## config.mk

```make
export PLATFORM = sky130hd
export DESIGN_NAME = seg_scan_sequencer
export DESIGN_NICKNAME = d
export VERILOG_FILES = /design/src/rtl/seg_pkg.sv /design/src/rtl/seg_data_buffer.sv /design/src/rtl/seg_scan_sequencer.sv
export SDC_FILE = /design/constraint.sdc
export NUM_CORES = 1
export LEC_CHECK = 0
export CAP_MARGIN = 20
export CORE_UTILIZATION = 60
export DETAILED_ROUTE_END_ITERATION = 10
export GPL_ROUTABILITY_DRIVEN = 0
export GPL_TIMING_DRIVEN = 0
export PLACE_DENSITY = 0.85
export SYNTH_ARGS = -nofsm -noshare
export SYNTH_HDL_FRONTEND = slang
export SYNTH_HIERARCHICAL = 1
export SYNTH_SLANG_ARGS = --single-unit
```

## constraint.sdc

```tcl
create_clock -name clock -period 8.7 [get_ports clock]
set_clock_uncertainty 0.15 [all_clocks]
set_input_delay 0.87 -clock clock [delete_from_list [all_inputs] [get_ports clock]]
set_output_delay 0.87 -clock clock [all_outputs]
set_load 0.1 [all_outputs]
```

## src/rtl/seg_pkg.sv

```systemverilog
// Shared types and helpers for the 8-digit 7-segment scan sequencer.
package seg_pkg;

  localparam int         NUM_DIGITS = 8;
  localparam logic [7:0] COM_OFF    = 8'hFF;

  typedef enum logic {
    IDLE = 1'b0,
    SCAN = 1'b1
  } state_e;

  // Digits 0..3 show the ciphertext and 4..7 the plaintext, most significant nibble first.
  function automatic logic [3:0] nibble_sel(input logic [2:0]  digit,
                                            input logic [15:0] en,
                                            input logic [15:0] pl);
    logic [15:0] word;
    word = digit[2] ? pl : en;
    case (digit[1:0])
      2'd0:    nibble_sel = word[15:12];
      2'd1:    nibble_sel = word[11:8];
      2'd2:    nibble_sel = word[7:4];
      default: nibble_sel = word[3:0];
    endcase
  endfunction

endpackage

```

## src/rtl/seg_data_buffer.sv

```systemverilog
// Pending/active double buffer. New data reaches the active copy only on a transfer.
module seg_data_buffer
  import seg_pkg::*;
(
  input  logic        clock,
  input  logic        reset,
  input  logic        load,
  input  logic        xfer,
  input  logic [15:0] en_in,
  input  logic [15:0] pl_in,
  output logic [15:0] act_en,
  output logic [15:0] act_pl,
  output logic        load_ack
);

  logic [15:0] pend_en_q, pend_en_d;
  logic [15:0] pend_pl_q, pend_pl_d;
  logic        pend_valid_q, pend_valid_d;
  logic [15:0] act_en_q, act_en_d;
  logic [15:0] act_pl_q, act_pl_d;
  logic        load_ack_q, load_ack_d;

  always_comb begin
    pend_en_d    = pend_en_q;
    pend_pl_d    = pend_pl_q;
    pend_valid_d = pend_valid_q;
    act_en_d     = act_en_q;
    act_pl_d     = act_pl_q;
    load_ack_d   = 1'b0;
    if (xfer) begin
      pend_valid_d = 1'b0;
      // A load coinciding with the transfer bypasses the pending copy.
      if (load) begin
        act_en_d   = en_in;
        act_pl_d   = pl_in;
        load_ack_d = 1'b1;
      end else if (pend_valid_q) begin
        act_en_d   = pend_en_q;
        act_pl_d   = pend_pl_q;
        load_ack_d = 1'b1;
      end
    end else if (load) begin
      pend_en_d    = en_in;
      pend_pl_d    = pl_in;
      pend_valid_d = 1'b1;
    end
  end

  always_ff @(posedge clock) begin
    if (reset) begin
      pend_en_q    <= '0;
      pend_pl_q    <= '0;
      pend_valid_q <= 1'b0;
      act_en_q     <= '0;
      act_pl_q     <= '0;
      load_ack_q   <= 1'b0;
    end else begin
      pend_en_q    <= pend_en_d;
      pend_pl_q    <= pend_pl_d;
      pend_valid_q <= pend_valid_d;
      act_en_q     <= act_en_d;
      act_pl_q     <= act_pl_d;
      load_ack_q   <= load_ack_d;
    end
  end

  assign act_en   = act_en_q;
  assign act_pl   = act_pl_q;
  assign load_ack = load_ack_q;

endmodule

```

## src/rtl/seg_scan_sequencer.sv

```systemverilog
// Time-multiplexed scan of 8 digits with a blanking guard at the start of each slot.
module seg_scan_sequencer
  import seg_pkg::*;
#(
  parameter int unsigned DIV   = 1000,
  parameter int unsigned BLANK = 16
) (
  input  logic        clock,
  input  logic        reset,
  input  logic        enable,
  input  logic        load,
  input  logic [15:0] en_data,
  input  logic [15:0] pl_data,
  output logic [3:0]  Out,
  output logic [7:0]  com,
  output logic        frame_done,
  output logic        load_ack
);

  localparam logic [15:0] CNT_LAST  = 16'(DIV - 1);
  localparam logic [15:0] CNT_BLANK = 16'(BLANK);

  state_e      state_q, state_d;
  logic [2:0]  digit_q, digit_d;
  logic [15:0] cnt_q, cnt_d;
  logic        boundary, xfer;
  logic [15:0] act_en, act_pl;

  assign boundary = (state_q == SCAN) && (digit_q == 3'd7) && (cnt_q == CNT_LAST);
  // Transfers happen on scan start and on the closing edge of each frame.
  assign xfer     = enable && ((state_q == IDLE) || boundary);

  always_comb begin
    state_d = state_q;
    digit_d = digit_q;
    cnt_d   = cnt_q;
    case (state_q)
      IDLE: begin
        if (enable) begin
          state_d = SCAN;
          digit_d = 3'd0;
          cnt_d   = '0;
        end
      end
      default: begin
        if (!enable) begin
          state_d = IDLE;
          digit_d = 3'd0;
          cnt_d   = '0;
        end else if (cnt_q == CNT_LAST) begin
          cnt_d   = '0;
          digit_d = digit_q + 3'd1;
        end else begin
          cnt_d   = cnt_q + 16'd1;
        end
      end
    endcase
  end

  always_ff @(posedge clock) begin
    if (reset) begin
      state_q <= IDLE;
      digit_q <= 3'd0;
      cnt_q   <= '0;
    end else begin
      state_q <= state_d;
      digit_q <= digit_d;
      cnt_q   <= cnt_d;
    end
  end

  seg_data_buffer u_buf (
    .clock    (clock),
    .reset    (reset),
    .load     (load),
    .xfer     (xfer),
    .en_in    (en_data),
    .pl_in    (pl_data),
    .act_en   (act_en),
    .act_pl   (act_pl),
    .load_ack (load_ack)
  );

  always_comb begin
    Out = 4'd0;
    com = COM_OFF;
    if (state_q == SCAN) begin
      Out = nibble_sel(digit_q, act_en, act_pl);
      if (cnt_q >= CNT_BLANK)
        com = COM_OFF & ~(NUM_DIGITS'(1) << digit_q);
    end
  end

  assign frame_done = boundary;

endmodule

```

# == Yosys cells after proc, flatten, opt, wreduce, memory -nomap -nowiden ==
# Cells that the tools add are included.
# Widths: inputs -> output; s select.
# op_classes
shifts,1
n_eq_ne,5
n_reduce_logical,12
n_bitwise,3
add_sub_neg,2
mux,20
order_cmp,1
# ops
op,n
$mux 16,9
$add 16x1->16 const B,1
$eq 16x10->1 const B,1
$ge 16x5->1 const B,1
$mux 8,2
$mux 3,4
$pmux 4 s3,1
$not 8->8,1
$shl 1x3->8 const A,1
$reduce_and 2->1,3
$mux 4,1
$reduce_bool 2->1,2
$reduce_or 2->1,2
$add 3x1->3 const B,1
$eq 3x3->1 const B,1
$logic_and 1x1->1,3
$mux 1,3
$ne 3x2->1 const B,1
$eq 2x1->1 const B,1
$eq 2x2->1 const B,1
$logic_not 2->1,1
$not 1->1,2
$logic_or 1x1->1,1
# totals
wordCells,53
regBits,86
output_inout_bits,14
in_bits,36

# == Depth between registers and ports, before layout ==
# Gate-level depths: netlist (run 1).
# logic_depth
depth_word,7
depth_mapped,11
mapped_depth_nobuf,8

# == Hierarchy ==
# The synthesis (run 1) kept the hierarchy.
# modules_own_cells
mod,instances,area_per_inst_um2,cells_per_inst
seg_data_buffer,1,2678.8,256
seg_scan_sequencer,1,1525.2,199

# == Worst setup path after synthesis (run 1) ==
# No wires, ideal clock.
# synth_path
path_kind,flip-flop to output port
startpoint,register cnt_q[12]
endpoint,output port frame_done
required_time_ns,7.680
stages_incl_launch_ff,5
path_slack_ns,4.051
t_arrival_ns,3.629
n_path_buf,1
cell_sequence,dfxtp_1 > or4_4 > or4_4 > buf_2 > nor3_1
# synth_via
elab_chain_cells,2
# synth_rtl
item,line,rtl
"start, declared",seg_scan_sequencer.sv:25,"logic [15:0] cnt_q, cnt_d;"
"start signal, assigned",seg_scan_sequencer.sv:68,cnt_q <= cnt_d;
$eq 16x10->1,seg_scan_sequencer.sv:29,assign boundary = (state_q == SCAN) && (digit_q == 3'd7) && (cnt_q == CNT_LAST);
$logic_and 1x1->1,seg_scan_sequencer.sv:29,
"end, declared",seg_scan_sequencer.sv:16,"output logic frame_done,"
# Every way passes these cells.

# == Worst setup path in the final report (run 1) ==
# Ends and elaborated chain as after synthesis.

==> metrics, run 1 <==
via/cell ratio between 5 and 6; Relative slew margins between 30% and 40%; count of final setup violators 0; synthesized area per cell approximately 9.2 um2; Post-Synthesis Cells between 400 and 500; Post-DRT Antenna Nets 0; io pins 50; Yosys reg bits 86; reg-to-reg endpoint u_buf/pend_pl_q[10]$_SDFFE_PP0P_; Most common cell on crit path or4_4; number of H-tree branching levels 3; Layout Cells excl Fill about 600; period utilization roughly 51%; FF-to-FF path depth 9; P per Cell Area between 150 and 200 nW/um2; ant diodes 0; post-synth top area share 40.95%; DRT iter0 DRCs roughly 220; RSZ-0062 raised after global routing false; CTS buffer count 9; CTS Hold Bufs 0; most frequent cells after synthesis 92 x nand2_1, 86 x dfxtp_1, 38 x a21oi_1; drt drc 0; Post-Syn Nets 500; largest net degree at the start of global routing 15; post-synthesis sequential area ratio between 40% and 50%; Slew @ Worst Pin just under 1 ns; Max-Cap Viols 0; Initial DRT Pass Iterations 5; Layout area overhead 18.24%; first-pass GRT wire length approximately 16 mm; FMAX 226.2 MHz; Post-synth EDFFs 0; CP Buf/Inv Count 2; Yosys top cell by area dfxtp_1; Hold Path End u_buf/pend_pl_q[13]$_SDFFE_PP0P_; dpl cells 598; total track usage 27.25%; per-cell routed wire length between 15 and 20 um; dpl hpwl 7.226 mm; CP Data Arrival Time roughly 3.4 ns; postcts setup bufs 0; final-stage net count between 500 and 600; Leak about 1.7 nW; Die Area approximately 7300 um2; Yosys cell types 47; Critical-path top delay cell clkdlybuf4s50_1; YS warnings 6; Reg-to-Reg Start cnt_q[12]$_SDFFE_PP0P_; clock buffer depth 2; # port buffers 47; maximum VDD drop about 0.098 mV; gr ovfl total 0; CP Max Fanout 10; routed vias roughly 3600; count leader, synth nand2_1; status finished clean; CTS tree built; Die Wd ~86 um; critical path class reg2out; Die H about 86 um; Post-Syn Area 4204 um2; Root Driver clkbuf_8; clock-pin transition on the worst setup and hold timing paths roughly 0.080 ns; post-cts gate resize count 0; crit-path cells or4_4 > or4_4 > buf_2 > nor3_1 > clkdlybuf4s50_1; Largest stage delay, worst path between 1 and 1.5 ns; reg2reg setup slack 5.50 ns; Final TNS setup 0 ns; Worst Hold Class reg2reg; Crit path required time 7.68 ns; Fin. Hold Viols 0; layout cells sized above 1 a little over an eighth; CP delay by family, top buffers and inverters; fin crit period 4.420 ns; vias in the first global route between 3000 and 4000; Final Max Slew Viols 0; Final Core Density between 70% and 80%; top post-synthesis cells by area dfxtp_1 41%, o2bb2ai_2 10%, nand2_1 8.2%; initial antenna violation count 0; Starting Density between 60% and 70%; Sink Count 86; depth of the worst hold-timing path 2; CP endpoint kind primary output; Main synth FF type dfxtp_1; HP Start u_buf/pend_pl_q[13]$_SDFFE_PP0P_; Synth async-reset ratio 0%; Core Rows 30; CP startpoint kind flop; Detailed Route WL about 10 mm; core area roughly 6800 um2; clk_lat worst skew 0.35 ns
==> cells by family after synthesis <==
logic type / after synthesis / share of synthesized area, %
buf+inv: 53 / 6.071
simple gates: 157 / 17.44
mux: 36 / 9.464
xor+xnor: 3 / 0.6251
flops: 86 / 40.95
fa+ha+maj: 9 / 2.679
compound gates: 111 / 22.77
==> worst register-to-register path: stages (launching register included) <==
cell and delay, ns:
dfxtp_1 0.38, or4_4 0.58, or4_4 0.55, buf_6 0.16
o21ai_1 0.10, and2_1 0.23, nand2b_1 0.28, clkbuf_1 0.43
nand2_1 0.12, a21oi_1 0.15
==> metrics by stage <==
step	power [mW]	setup slack, ns	cell area [um2]	hold WS, ns
floorplan	0.4842	4.051	4204	0.2823
global placement	0.5152	4.670	4795	0.2906
detailed placement	0.5191	4.679	4795	0.2968
CTS	0.7665	4.272	4971	0.3086
global route	0.7929	4.131	4971	0.3206
finish	0.7655	4.280	4971	0.3075
==> cell type report <==
cell class / instances / area (um2)
multi-input combinational: 316 / 2227
sequential: 86 / 1722
tap: 96 / 120.1
inverter: 17 / 63.81
clock buffer: 11 / 141.4
clock inverter: 5 / 35.03
buffer: 36 / 191.4
timing repair buffer: 47 / 470.5
fill: 478 / 1823
==> registers in the layout (all words and copies together) (netlist names) <==
register	count
u_buf/act_en	16
u_buf/load_ack	1
u_buf/pend_en_q	16
u_buf/act_pl	16
u_buf/pend_valid_q	1
cnt_q	16
u_buf/pend_pl_q	16
state_q	1
digit_q	3
==> per-layer routing <==
layer | vias to the layer above | share of wire [%] | global-route usage, %
li1 | 1747 | - | -
met1 | 1726 | 43 | 33.82
met2 | 133 | 50 | 48.87
met3 | 23 | 4.9 | 3.272
met4 | 0 | 2.1 | 9.545
met5 | - | 0 | 0
==> power breakdown <==
part           switching, mW  leakage [nW]  total, mW  internal, mW
clock network          0.143        0.0893      0.255         0.112
registers             0.0100         0.700      0.419         0.409
logic                 0.0516         0.948     0.0922        0.0406
==> placed cells by master, fill, tap and decap left out, types with 3 or more instances in the layout <==
cell type,n
mux2i_1,33
o31ai_1,3
ha_1,9
clkbuf_8,10
buf_6,5
o2bb2ai_2,29
buf_2,11
nand2_1,92
nor3_1,6
clkbuf_1,16
a31oi_1,8
a222oi_1,6
nand3_1,8
or4_1,4
clkdlybuf4s50_1,47
o21ai_0,8
a21oi_1,38
xnor2_1,3
nor2_1,12
nand4_1,9
nand4b_1,4
inv_1,16
dfxtp_1,86
and2_1,4
or3_1,5
buf_1,3
o211ai_1,4
mux4_2,3
nor4_1,5
o2bb2ai_1,3
==> worst max path at each step <==
stage	start	endpoint	slack, ns	cells past startpoint
6_report	cnt_q[12]$_SDFFE_PP0P_	frame_done	4.28	5
3_5_place_dp	cnt_q[12]$_SDFFE_PP0P_	frame_done	4.68	5
5_1_grt	digit_q[0]$_SDFFE_PP0P_	Out[0]	4.13	7
3_3_place_gp	cnt_q[12]$_SDFFE_PP0P_	frame_done	4.67	5
4_1_cts	cnt_q[12]$_SDFFE_PP0P_	frame_done	4.27	5
2_1_floorplan	cnt_q[12]$_SDFFE_PP0P_	frame_done	4.05	4
Power figures use the tool's default switching activity.
==> inputs of run 2 (changes only) <==
--- a/config.mk
+++ b/config.mk
@@ -6,11 +6,11 @@
 export NUM_CORES = 1
 export LEC_CHECK = 0
 export CAP_MARGIN = 20
-export CORE_UTILIZATION = 60
+export CORE_UTILIZATION = 50
 export DETAILED_ROUTE_END_ITERATION = 10
 export GPL_ROUTABILITY_DRIVEN = 0
 export GPL_TIMING_DRIVEN = 0
-export PLACE_DENSITY = 0.85
+export PLACE_DENSITY = 0.75
 export SYNTH_ARGS = -nofsm -noshare
 export SYNTH_HDL_FRONTEND = slang
 export SYNTH_HIERARCHICAL = 1
==> constraint.sdc (replaced) <==
create_clock -name clock -period 3.8 [get_ports clock]
set_clock_uncertainty 0.15 [all_clocks]
set_input_delay 0.38 -clock clock [delete_from_list [all_inputs] [get_ports clock]]
set_output_delay 0.38 -clock clock [all_outputs]
set_load 0.1 [all_outputs]
==> metrics, run 2 (synthesis gave the netlist of run 1 again) <==
status finished clean (unchanged); FMAX ~280 MHz; commonest non-fill, non-tap cells in the layout 92 x nand2_1, 86 x dfxtp_1, 38 x a21oi_1 (was 92 x nand2_1, 86 x dfxtp_1, 47 x clkdlybuf4s50_1); Starting Density 51.42% (was 61.88%); CTS tree built (unchanged); CP Data Arrival Time 3.08 ns (was 3.40 ns); Min Hold Slack 0.2178 ns (was 0.3075 ns); Post-DP Area 4811 um2 (was 4795 um2); dpl hpwl 7.228 mm (was 7.226 mm); CP endpoint kind primary output (unchanged); P per Cell Area 352.4 nW/um2 (was 154.0 nW/um2); drt drc 0 (unchanged); clock buffer depth 2 (unchanged); CTS Hold Bufs 0 (unchanged); routed vias 3532 (was 3629); dpl cells 607 (was 598); number of H-tree branching levels 3 (unchanged); register area 1722 um2 (unchanged); CTS buffer count 9 (unchanged); Final TNS setup 0 ns (unchanged); Comb pwr share 11.9% (was 12.0%); per-cell routed wire length 15.87 um (was 16.14 um); Crit path required time 3.27 ns (was 7.68 ns); Final Max Slew Viols 0 (unchanged); Layout area overhead 19.17% (was 18.24%); cell internal pwr 1.287 mW (was 0.5610 mW); Worst Hold Class in2reg (was reg2reg); core area 8175 um2 (was 6794 um2); finished layout cell area 5010 um2 (was 4971 um2); Leak 1.765 nW (was 1.738 nW); Die Wd 93.70 um (was 85.71 um); Sink Count 86 (unchanged); Core Rows 33 (was 30); # port buffers 47 (unchanged); Die H 93.70 um (was 85.71 um); postcts setup bufs 0 (unchanged); fillcell total 705 (was 478); Die Area 8779 um2 (was 7345 um2); via/cell ratio 5.669 (was 5.910); PnR Total Power 1.765 mW (was 0.7655 mW); total track usage 23.69% (was 27.25%); gr ovfl total 0 (unchanged); fin crit period 3.607 ns; area of the multi-input gates 2232 um2 (was 2227 um2); final-stage net count 558 (unchanged); io pins 50 (unchanged); layout cells sized above 1 13.90% (was 13.51%); clock-pin transition on the worst setup and hold timing paths 0.08 ns (about the same); first-pass GRT wire length 16.20 mm (was 15.70 mm); commonest non-fill, non-tap cell in the layout nand2_1 (unchanged); Fin. Hold Viols 0 (unchanged); largest net degree at the start of global routing 16 (was 15); clock share of power 33.8% (was 33.3%); Root Driver clkbuf_8 (unchanged); critical path class reg2out (unchanged); RSZ-0062 raised after global routing false (unchanged); CP Max Fanout 10 (unchanged); DRT iter0 DRCs 158 (was 223); Slew @ Worst Pin 0.9796 ns (was 0.9826 ns); Max-Cap Viols 0 (unchanged); maximum VDD drop 0.3012 mV (was 0.09794 mV); Layout Cells excl Fill 623 (was 614); clk_lat worst skew 0.36 ns (was 0.35 ns); Detailed Route WL 9.887 mm (was 9.911 mm); Post-DRT Antenna Nets 0 (unchanged); Sw Share 27.11% (was 26.72%); Relative slew margins 34.58% (was 34.29%); Initial DRT Pass Iterations 5 (unchanged); vias in the first global route 3423 (was 3372); Sw Pwr 0.4785 mW (was 0.2045 mW); CP startpoint kind flop (unchanged); ant diodes 0 (unchanged); initial antenna violation count 0 (unchanged); period utilization 94.93%; count of final setup violators 0 (unchanged); sequential cell fraction of total power 54.3% (was 54.7%)
run 2: cell type report:
class | count | share of cell area, %
Clock buffer | 10 | 2.747
Timing Repair Buffer | 47 | 9.690
Clock inverter | 6 | 0.9241
Tap cell | 105 | 2.622
Sequential cell | 86 | 34.37
Multi-Input combinational cell | 316 | 44.56
Buffer | 36 | 3.821
Inverter | 17 | 1.274
run 2: stage by stage:
step / utilization (%) / worst slack (ns)
after floorplan: - / 0.5072
after global placement: 58.85 / 0.2865
after detailed placement: 58.85 / 0.3025
after CTS: 61.03 / 0.01961
after global routing: 61.28 / 0.004336
final: 61.28 / 0.1927
run 2: timing repair:
action,CTS,global route
setup endpoints to repair,4,9
hold endpoints to repair,0,0
gates resized for setup,4,9
run 2: power by group through the flow:
stage | sequential, mW | combinational (mW) | clock (mW)
5_1_grt | 0.963 | 0.227 | 0.647
2_1_floorplan | 0.976 | 0.133 | 0
6_report | 0.958 | 0.211 | 0.596
3_3_place_gp | 0.977 | 0.204 | 0
4_1_cts | 0.958 | 0.211 | 0.609
3_5_place_dp | 0.979 | 0.210 | 0
run 2: per-layer routing:
metal / GRT usage [%] / part of all wire [%] / routed length (um)
met2: 40.51 / 49 / 4830
met3: 5.259 / 5.0 / 495
met4: 8.077 / 1.7 / 168
met1: 29.25 / 44 / 4392
met5: 0 / 0 / 0
run 2: worst paths after layout:
path | cells after the start | endpoint | slack, ns | from
min reg2reg | 2 | u_buf/pend_en_q[0]$_SDFFE_PP0P_ | 0.31 | u_buf/pend_en_q[0]$_SDFFE_PP0P_
max | 7 | Out[2] | 0.19 | digit_q[0]$_SDFFE_PP0P_
max reg2reg | 9 | u_buf/pend_pl_q[14]$_SDFFE_PP0P_ | 0.56 | cnt_q[12]$_SDFFE_PP0P_
min | 2 | state_q$_SDFF_PP0_ | 0.22 | reset
run 2: critical path, stage by stage (launching register included):
cell and delay (ns):
dfxtp_1 0.36, inv_1 0.11, ha_1 0.15, clkbuf_1 0.40, a222oi_1 0.23, mux4_2 0.48, nor2_1 0.13, dlygate4sd2_1 0.87
